**config.mk**
```make
export PLATFORM = sky130hd
export DESIGN_NAME = uart_frame_decoder_flat
export DESIGN_NICKNAME = d
export VERILOG_FILES = /design/src/rtl/uart_frame_decoder_if.sv /design/src/rtl/uart_frame_decoder.sv /design/src/flat_wrapper.sv
export SDC_FILE = /design/constraint.sdc
export NUM_CORES = 1
export LEC_CHECK = 0
export ABC_AREA = 1
export BUFFER_PORTS_ARGS = -buffer_cell sky130_fd_sc_hd__buf_2
export CAP_MARGIN = 20
export CORE_MARGIN = 10
export CORE_UTILIZATION = 25
export DETAILED_ROUTE_END_ITERATION = 16
export PLACE_DENSITY = 0.51
export SLEW_MARGIN = 20
export SYNTH_ARGS = -nofsm -noshare
export SYNTH_HDL_FRONTEND = slang
export SYNTH_SLANG_ARGS = --single-unit
```
**constraint.sdc**
```tcl
create_clock -name clk -period 1.59 [get_ports clk]
set_input_delay 0.0795 -clock clk [delete_from_list [all_inputs] [get_ports clk]]
set_output_delay 0.0795 -clock clk [all_outputs]
set_load 0.01 [all_outputs]
```
**src/rtl/uart_frame_decoder_if.sv**
```systemverilog
// Byte-stream input and operand/status outputs of uart_frame_decoder.
// err_count/err_clr exist only when UART_FRAME_ERR_CNT_EN is defined.
interface uart_frame_decoder_if;
  logic [7:0]  rx_data;
  logic        rx_valid;
  logic [1:0]  s;
  logic [15:0] R_vertical_1;
  logic [15:0] R_vertical_2;
  logic [15:0] R_horizontal_1;
  logic [15:0] R_horizontal_2;
  logic [15:0] theta_manual;
  logic [15:0] theta_actual;
  logic [15:0] phi_manual;
  logic [15:0] phi_actual;
  logic        frame_ok;
  logic        frame_err;
`ifdef UART_FRAME_ERR_CNT_EN
  logic [7:0]  err_count;
  logic        err_clr;
`endif

  modport master (
    output rx_data, rx_valid,
    input  s, R_vertical_1, R_vertical_2, R_horizontal_1, R_horizontal_2,
           theta_manual, theta_actual, phi_manual, phi_actual, frame_ok, frame_err
`ifdef UART_FRAME_ERR_CNT_EN
    , input err_count, output err_clr
`endif
  );

  modport slave (
    input  rx_data, rx_valid,
    output s, R_vertical_1, R_vertical_2, R_horizontal_1, R_horizontal_2,
           theta_manual, theta_actual, phi_manual, phi_actual, frame_ok, frame_err
`ifdef UART_FRAME_ERR_CNT_EN
    , output err_count, input err_clr
`endif
  );
endinterface

```
**src/rtl/uart_frame_decoder.sv**
```systemverilog
// Parses SOF, MODE, 16 operand bytes, XOR CHK; commits mode and operands atomically on a good frame.
// Optional saturating frame-error counter when UART_FRAME_ERR_CNT_EN is defined.
module uart_frame_decoder #(
  parameter logic [7:0] SOF_BYTE       = 8'hA5,
  parameter int         TIMEOUT_CYCLES = 100000
) (
  input logic                 clk,
  input logic                 rst_n,
  uart_frame_decoder_if.slave bus
);
  localparam int            CW   = $clog2(TIMEOUT_CYCLES);
  localparam logic [CW-1:0] TLIM = CW'(TIMEOUT_CYCLES - 1);

  typedef enum logic [1:0] {IDLE, MODE, DATA, CHECK} state_t;

  state_t        state;
  logic [CW-1:0] tcnt;
  logic [3:0]    idx;
  logic [7:0]    xor_acc;
  logic [1:0]    mode_sh;
  logic [127:0]  data_sh;
  logic [1:0]    s_q;
  logic [127:0]  ops_q;
  logic          ok_q;
  logic          err_q;
  logic          expire;
  logic          chk_bad;

  // A byte arriving in the expiry cycle takes precedence over the abort.
  assign expire  = (state != IDLE) && !bus.rx_valid && (tcnt == TLIM);
  assign chk_bad = (state == CHECK) && bus.rx_valid && (bus.rx_data != xor_acc);

  always_ff @(posedge clk or negedge rst_n) begin
    if (!rst_n) begin
      state   <= IDLE;
      tcnt    <= '0;
      idx     <= '0;
      xor_acc <= '0;
      mode_sh <= '0;
      data_sh <= '0;
      s_q     <= '0;
      ops_q   <= '0;
      ok_q    <= 1'b0;
      err_q   <= 1'b0;
    end else begin
      ok_q  <= 1'b0;
      err_q <= 1'b0;
      if (state == IDLE || bus.rx_valid) begin
        tcnt <= '0;
      end else if (tcnt != TLIM) begin
        tcnt <= tcnt + 1'b1;
      end

      if (expire) begin
        state <= IDLE;
        err_q <= 1'b1;
      end else if (bus.rx_valid) begin
        case (state)
          IDLE: begin
            if (bus.rx_data == SOF_BYTE) begin
              state   <= MODE;
              xor_acc <= '0;
            end
          end
          MODE: begin
            mode_sh <= bus.rx_data[1:0];
            xor_acc <= xor_acc ^ bus.rx_data;
            idx     <= '0;
            state   <= DATA;
          end
          DATA: begin
            // Shadow is a shift register: after 16 bytes it holds the operands MSB-first in port order.
            data_sh <= {data_sh[119:0], bus.rx_data};
            xor_acc <= xor_acc ^ bus.rx_data;
            idx     <= idx + 4'd1;
            if (idx == 4'd15) begin
              state <= CHECK;
            end
          end
          CHECK: begin
            if (chk_bad) begin
              err_q <= 1'b1;
            end else begin
              s_q   <= mode_sh;
              ops_q <= data_sh;
              ok_q  <= 1'b1;
            end
            state <= IDLE;
          end
          default: state <= IDLE;
        endcase
      end
    end
  end

  assign bus.s              = s_q;
  assign bus.R_vertical_1   = ops_q[127:112];
  assign bus.R_vertical_2   = ops_q[111:96];
  assign bus.R_horizontal_1 = ops_q[95:80];
  assign bus.R_horizontal_2 = ops_q[79:64];
  assign bus.theta_manual   = ops_q[63:48];
  assign bus.theta_actual   = ops_q[47:32];
  assign bus.phi_manual     = ops_q[31:16];
  assign bus.phi_actual     = ops_q[15:0];
  assign bus.frame_ok       = ok_q;
  assign bus.frame_err      = err_q;

`ifdef UART_FRAME_ERR_CNT_EN
  logic [7:0] err_cnt;

  always_ff @(posedge clk or negedge rst_n) begin
    if (!rst_n) begin
      err_cnt <= '0;
    end else if (bus.err_clr) begin
      err_cnt <= '0;
    end else if ((expire || chk_bad) && err_cnt != 8'hFF) begin
      err_cnt <= err_cnt + 8'd1;
    end
  end

  assign bus.err_count = err_cnt;
`endif
endmodule

```
**src/flat_wrapper.sv**
```systemverilog
// flat-port wrapper written by rule: the top's interface ports become plain ports
module uart_frame_decoder_flat 
#(
  parameter logic [7:0] SOF_BYTE       = 8'hA5,
  parameter int         TIMEOUT_CYCLES = 100000
)
  (clk, rst_n, bus_rx_data, bus_rx_valid, bus_s, bus_R_vertical_1, bus_R_vertical_2, bus_R_horizontal_1, bus_R_horizontal_2, bus_theta_manual, bus_theta_actual, bus_phi_manual, bus_phi_actual, bus_frame_ok, bus_frame_err);
  uart_frame_decoder_if bus_i ();
  input logic clk;
  input logic rst_n;
  input wire logic [$bits(bus_i.rx_data)-1:0] bus_rx_data;
  input wire logic [$bits(bus_i.rx_valid)-1:0] bus_rx_valid;
  output wire logic [$bits(bus_i.s)-1:0] bus_s;
  output wire logic [$bits(bus_i.R_vertical_1)-1:0] bus_R_vertical_1;
  output wire logic [$bits(bus_i.R_vertical_2)-1:0] bus_R_vertical_2;
  output wire logic [$bits(bus_i.R_horizontal_1)-1:0] bus_R_horizontal_1;
  output wire logic [$bits(bus_i.R_horizontal_2)-1:0] bus_R_horizontal_2;
  output wire logic [$bits(bus_i.theta_manual)-1:0] bus_theta_manual;
  output wire logic [$bits(bus_i.theta_actual)-1:0] bus_theta_actual;
  output wire logic [$bits(bus_i.phi_manual)-1:0] bus_phi_manual;
  output wire logic [$bits(bus_i.phi_actual)-1:0] bus_phi_actual;
  output wire logic [$bits(bus_i.frame_ok)-1:0] bus_frame_ok;
  output wire logic [$bits(bus_i.frame_err)-1:0] bus_frame_err;
  assign bus_i.rx_data = bus_rx_data;
  assign bus_i.rx_valid = bus_rx_valid;
  assign bus_s = bus_i.s;
  assign bus_R_vertical_1 = bus_i.R_vertical_1;
  assign bus_R_vertical_2 = bus_i.R_vertical_2;
  assign bus_R_horizontal_1 = bus_i.R_horizontal_1;
  assign bus_R_horizontal_2 = bus_i.R_horizontal_2;
  assign bus_theta_manual = bus_i.theta_manual;
  assign bus_theta_actual = bus_i.theta_actual;
  assign bus_phi_manual = bus_i.phi_manual;
  assign bus_phi_actual = bus_i.phi_actual;
  assign bus_frame_ok = bus_i.frame_ok;
  assign bus_frame_err = bus_i.frame_err;
  uart_frame_decoder #(.SOF_BYTE(SOF_BYTE), .TIMEOUT_CYCLES(TIMEOUT_CYCLES)) u_core (.clk(clk), .rst_n(rst_n), .bus(bus_i));
endmodule
```
==> results by group <==
Run status
  – Status: finished, violations left
  – Failing checks: setup timing

Timing
  – Final Hold Vio Count: 0
  – Fin Setup TNS: -3.09 ns
  – # setup viols final: 120
  – Max Freq: 609 MHz
  – Final period util: 103%
  – Max-slew headroom: 77.8%
  – Actual transition at the worst max-transition pin: 0.333 ns
  – Unrepaired setup endpoints after global routing: yes
  – Fin crit period: 1.64 ns
  – Final WS setup: -0.0527 ns
  – Skew final: 0.0233 ns
  – Max Slew Vio Count: 0

Critical path
  – Worst endpoint data arrival time: 2.04 ns
  – CP Max Fanout: 21
  – WS Path Type: flip-flop to flip-flop
  – Cell depth of the worst flop-to-flop path: 9
  – Worst Path Required: 1.99 ns
  – Crit. End Element: flip-flop
  – CP Launch Type: flip-flop
  – Flop2flop setup slack: -0.05 ns

Job
  – Maxcap violations: 0

Finish
  – Nets: 1,534
  – Post-route cell area: 15,600 um^2
  – Share of layout cells above drive strength 1: 18.9%
  – Non-Filler Instances: 2,157
  – Antenna cell count: 0
  – Area grow syn2layout: 29.6%

Drt
  – Via count: 9,834
  – First drt pass iteration count: 5
  – Via density: 4.56
  – DR DRC count: 0
  – WL/cell: 17.2 um
  – Final ANT Viol Nets: 0
  – Final WL: 37,000 um
  – Drt initial violations: 746

Die
  – Die Y: 239 um
  – Die area: 57,200 um^2
  – Num ports: 143
  – # rows: 80
  – Core area: 47,600 um^2
  – Die span in x: 239 um
  – Initial Util: 25.2%

CTS
  – CTS Buf Count: 36
  – CTS tree: done
  – H-tree levels: 2
  – CTS sink count: 293
  – Clk slew on worst S/H paths: 0.06 ns
  – Clock Root Buffer: clkbuf_16
  – CTS Buffer Depth: 3
  – Skew-Pair Late Insertion Delay: 0.53 ns

Synthesis
  – Mapped cell area: 12,000 um^2
  – Yosys warnings: 0
  – Synth Instances: 1,346
  – Average size of a mapped cell: 8.91 um^2
  – FF+latch count, synth: 293
  – Area share of the largest cell type after synthesis: 61.1%
  – Largest cells by area after synthesis: dfrtp_1 61%, nand2_1 21%, nand4_1 7.4%
  – Yosys cell types: 26
  – Cell taking the most area after synthesis: dfrtp_1
  – Mapped Nets: 1,364
  – Seq/Total Area, Yosys: 61.1%

Pwr
  – Power Density: 1410 nW/um^2
  – Lkg Pwr: 8.52 nW
  – Max IR drop VDD: 677 uV

Global route
  – Gr ovfl total: 0
  – Global-route wire length before repair: 56,500 um
  – Maximum number of pins on one net before global-route repair: 85
  – Tot GR Track Use: 12.2%
  – Initial antenna violation count: 0
  – Vias in the first global route: 9,810

Placed design
  – DP HPWL: 23,300 um
  – Placed inst area: 13,700 um^2
  – Final Wtd Congestion: 0.759
  – Placed cell count: 2,062
  – Buffers on Ports: 142

Min path
  – Worst Hold Class: primary input to asynchronous set/reset pin
==> critical path, cell delays in order (launching register included) <==
cell and delay (ns):
dfrtp_1 0.41, xnor2_2 0.17, nand2_1 0.11, nor2_4 0.15
buf_12 0.11, nand3_4 0.07, buf_12 0.17, clkbuf_16 0.20
nand2_1 0.07, nand2_1 0.04
==> worst paths after layout <==
path	from	to
worst max-delay path	u_core.xor_acc[6]	u_core.ops_q[36]
worst min-delay path	rst_n	u_core.ops_q[124]
worst max register to register	u_core.xor_acc[6]	u_core.ops_q[36]
worst min register to register	u_core.ops_q[43]	u_core.ops_q[43]
max in group asynchronous	rst_n	u_core.ops_q[52]
min in group clk	bus_rx_data[5]	u_core.data_sh[5]
==> area by class of cell <==
| cell class | instances | area (um^2) |
|---|---|---|
| repair buffers | 217 | 1850 |
| inverters | 26 | 113 |
| well taps | 615 | 769 |
| clock buffers | 57 | 1120 |
| flip-flops and latches | 293 | 7330 |
| multi-input cells | 942 | 4250 |
| fillers | 5029 | 32100 |
| clock inverters | 7 | 118 |
==> cell usage after synthesis <==
| cell | n |
|---|---|
| nor3_1 | 7 |
| a32o_1 | 1 |
| ha_1 | 7 |
| nand3_1 | 19 |
| clkinv_1 | 1 |
| buf_2 | 37 |
| nand4_1 | 141 |
| nand3_2 | 1 |
| buf_1 | 5 |
| a31oi_1 | 3 |
| buf_6 | 9 |
| nor2_2 | 2 |
| xnor2_1 | 9 |
| inv_2 | 1 |
| o21ai_0 | 26 |
| clkbuf_1 | 33 |
| o211ai_1 | 1 |
| o22ai_1 | 1 |
| nand2_1 | 681 |
| buf_4 | 1 |
| nor2_1 | 29 |
| inv_1 | 24 |
| xor2_1 | 6 |
| dfrtp_1 | 293 |
| and2_1 | 1 |
| a21oi_1 | 7 |
==> per-layer routing <==
metal	GRT usage (%)	vias up	share of wire, %
met5	0	-	0
met4	2.95	0	1.4
met3	2.73	38	5.5
met2	19.1	245	46
met1	16.7	4845	47
li1	-	4706	-
==> registers in the layout (all words and copies together), names as in the netlist <==
signal	cells
u_core.bus.frame_ok	1
u_core.bus.frame_err	1
u_core.data_sh	128
u_core.xor_acc	8
u_core.state	2
u_core.bus.s	2
u_core.tcnt	17
u_core.mode_sh	2
u_core.ops_q	128
u_core.idx	4
==> kinds of logic (layout without fill, tap and decap cells) <==
| group | Yosys count | after routing | synth area share [%] |
|---|---|---|---|
| xor+xnor | 15 | 15 | 1.09 |
| flops | 293 | 293 | 61.1 |
| simple gates | 881 | 881 | 30.9 |
| compound gates | 39 | 39 | 1.73 |
| buf+inv | 111 | 307 | 4.45 |
| fa+ha+maj | 7 | 7 | 0.730 |
==> layout by cell type, fill, tap and decap left out, drive strengths merged, types with 6 or more instances in the layout <==
cell / instances
nand2: 681
dfrtp: 293
buf: 200
nand4: 141
clkbuf: 64
nor2: 31
inv: 27
o21ai: 26
nand3: 20
dlygate4sd3: 10
xnor2: 9
a21oi: 7
nor3: 7
ha: 7
xor2: 6
==> power breakdown <==
| part | switching, mW | total [mW] | internal, mW |
|---|---|---|---|
| Sequential | 0.853 | 9.18 | 8.33 |
| Clock | 3.19 | 8.51 | 5.32 |
| Combinational | 2.59 | 4.23 | 1.64 |
| Total | 6.64 | 21.9 | 15.3 |
==> what timing repair did <==
action / 4_1_cts / 5_1_grt
resized for setup: 7 / 31
hold buffers: 11 / 0
setup endpoints to repair: 85 / 227
cloned: 1 / 9
pin swaps: 5 / 10
setup buffers: 3 / 8
hold endpoints to repair: 313 / 0
==> stage by stage <==
step / setup WS (ns) / power, mW / utilization [%] / hold WS, ns
after floorplan: 0.0848 / 11.2 / - / -0.216
after global placement: -0.0662 / 12.9 / 28.8 / -0.0175
after detailed placement: -0.0369 / 13.0 / 28.8 / -0.0225
after CTS: -0.0385 / 21.8 / 31.8 / 0.00569
after global routing: -0.130 / 23.1 / 32.6 / 0.0421
final: -0.0527 / 21.9 / 32.6 / 0.0266
(Power assumes the default switching activity.)
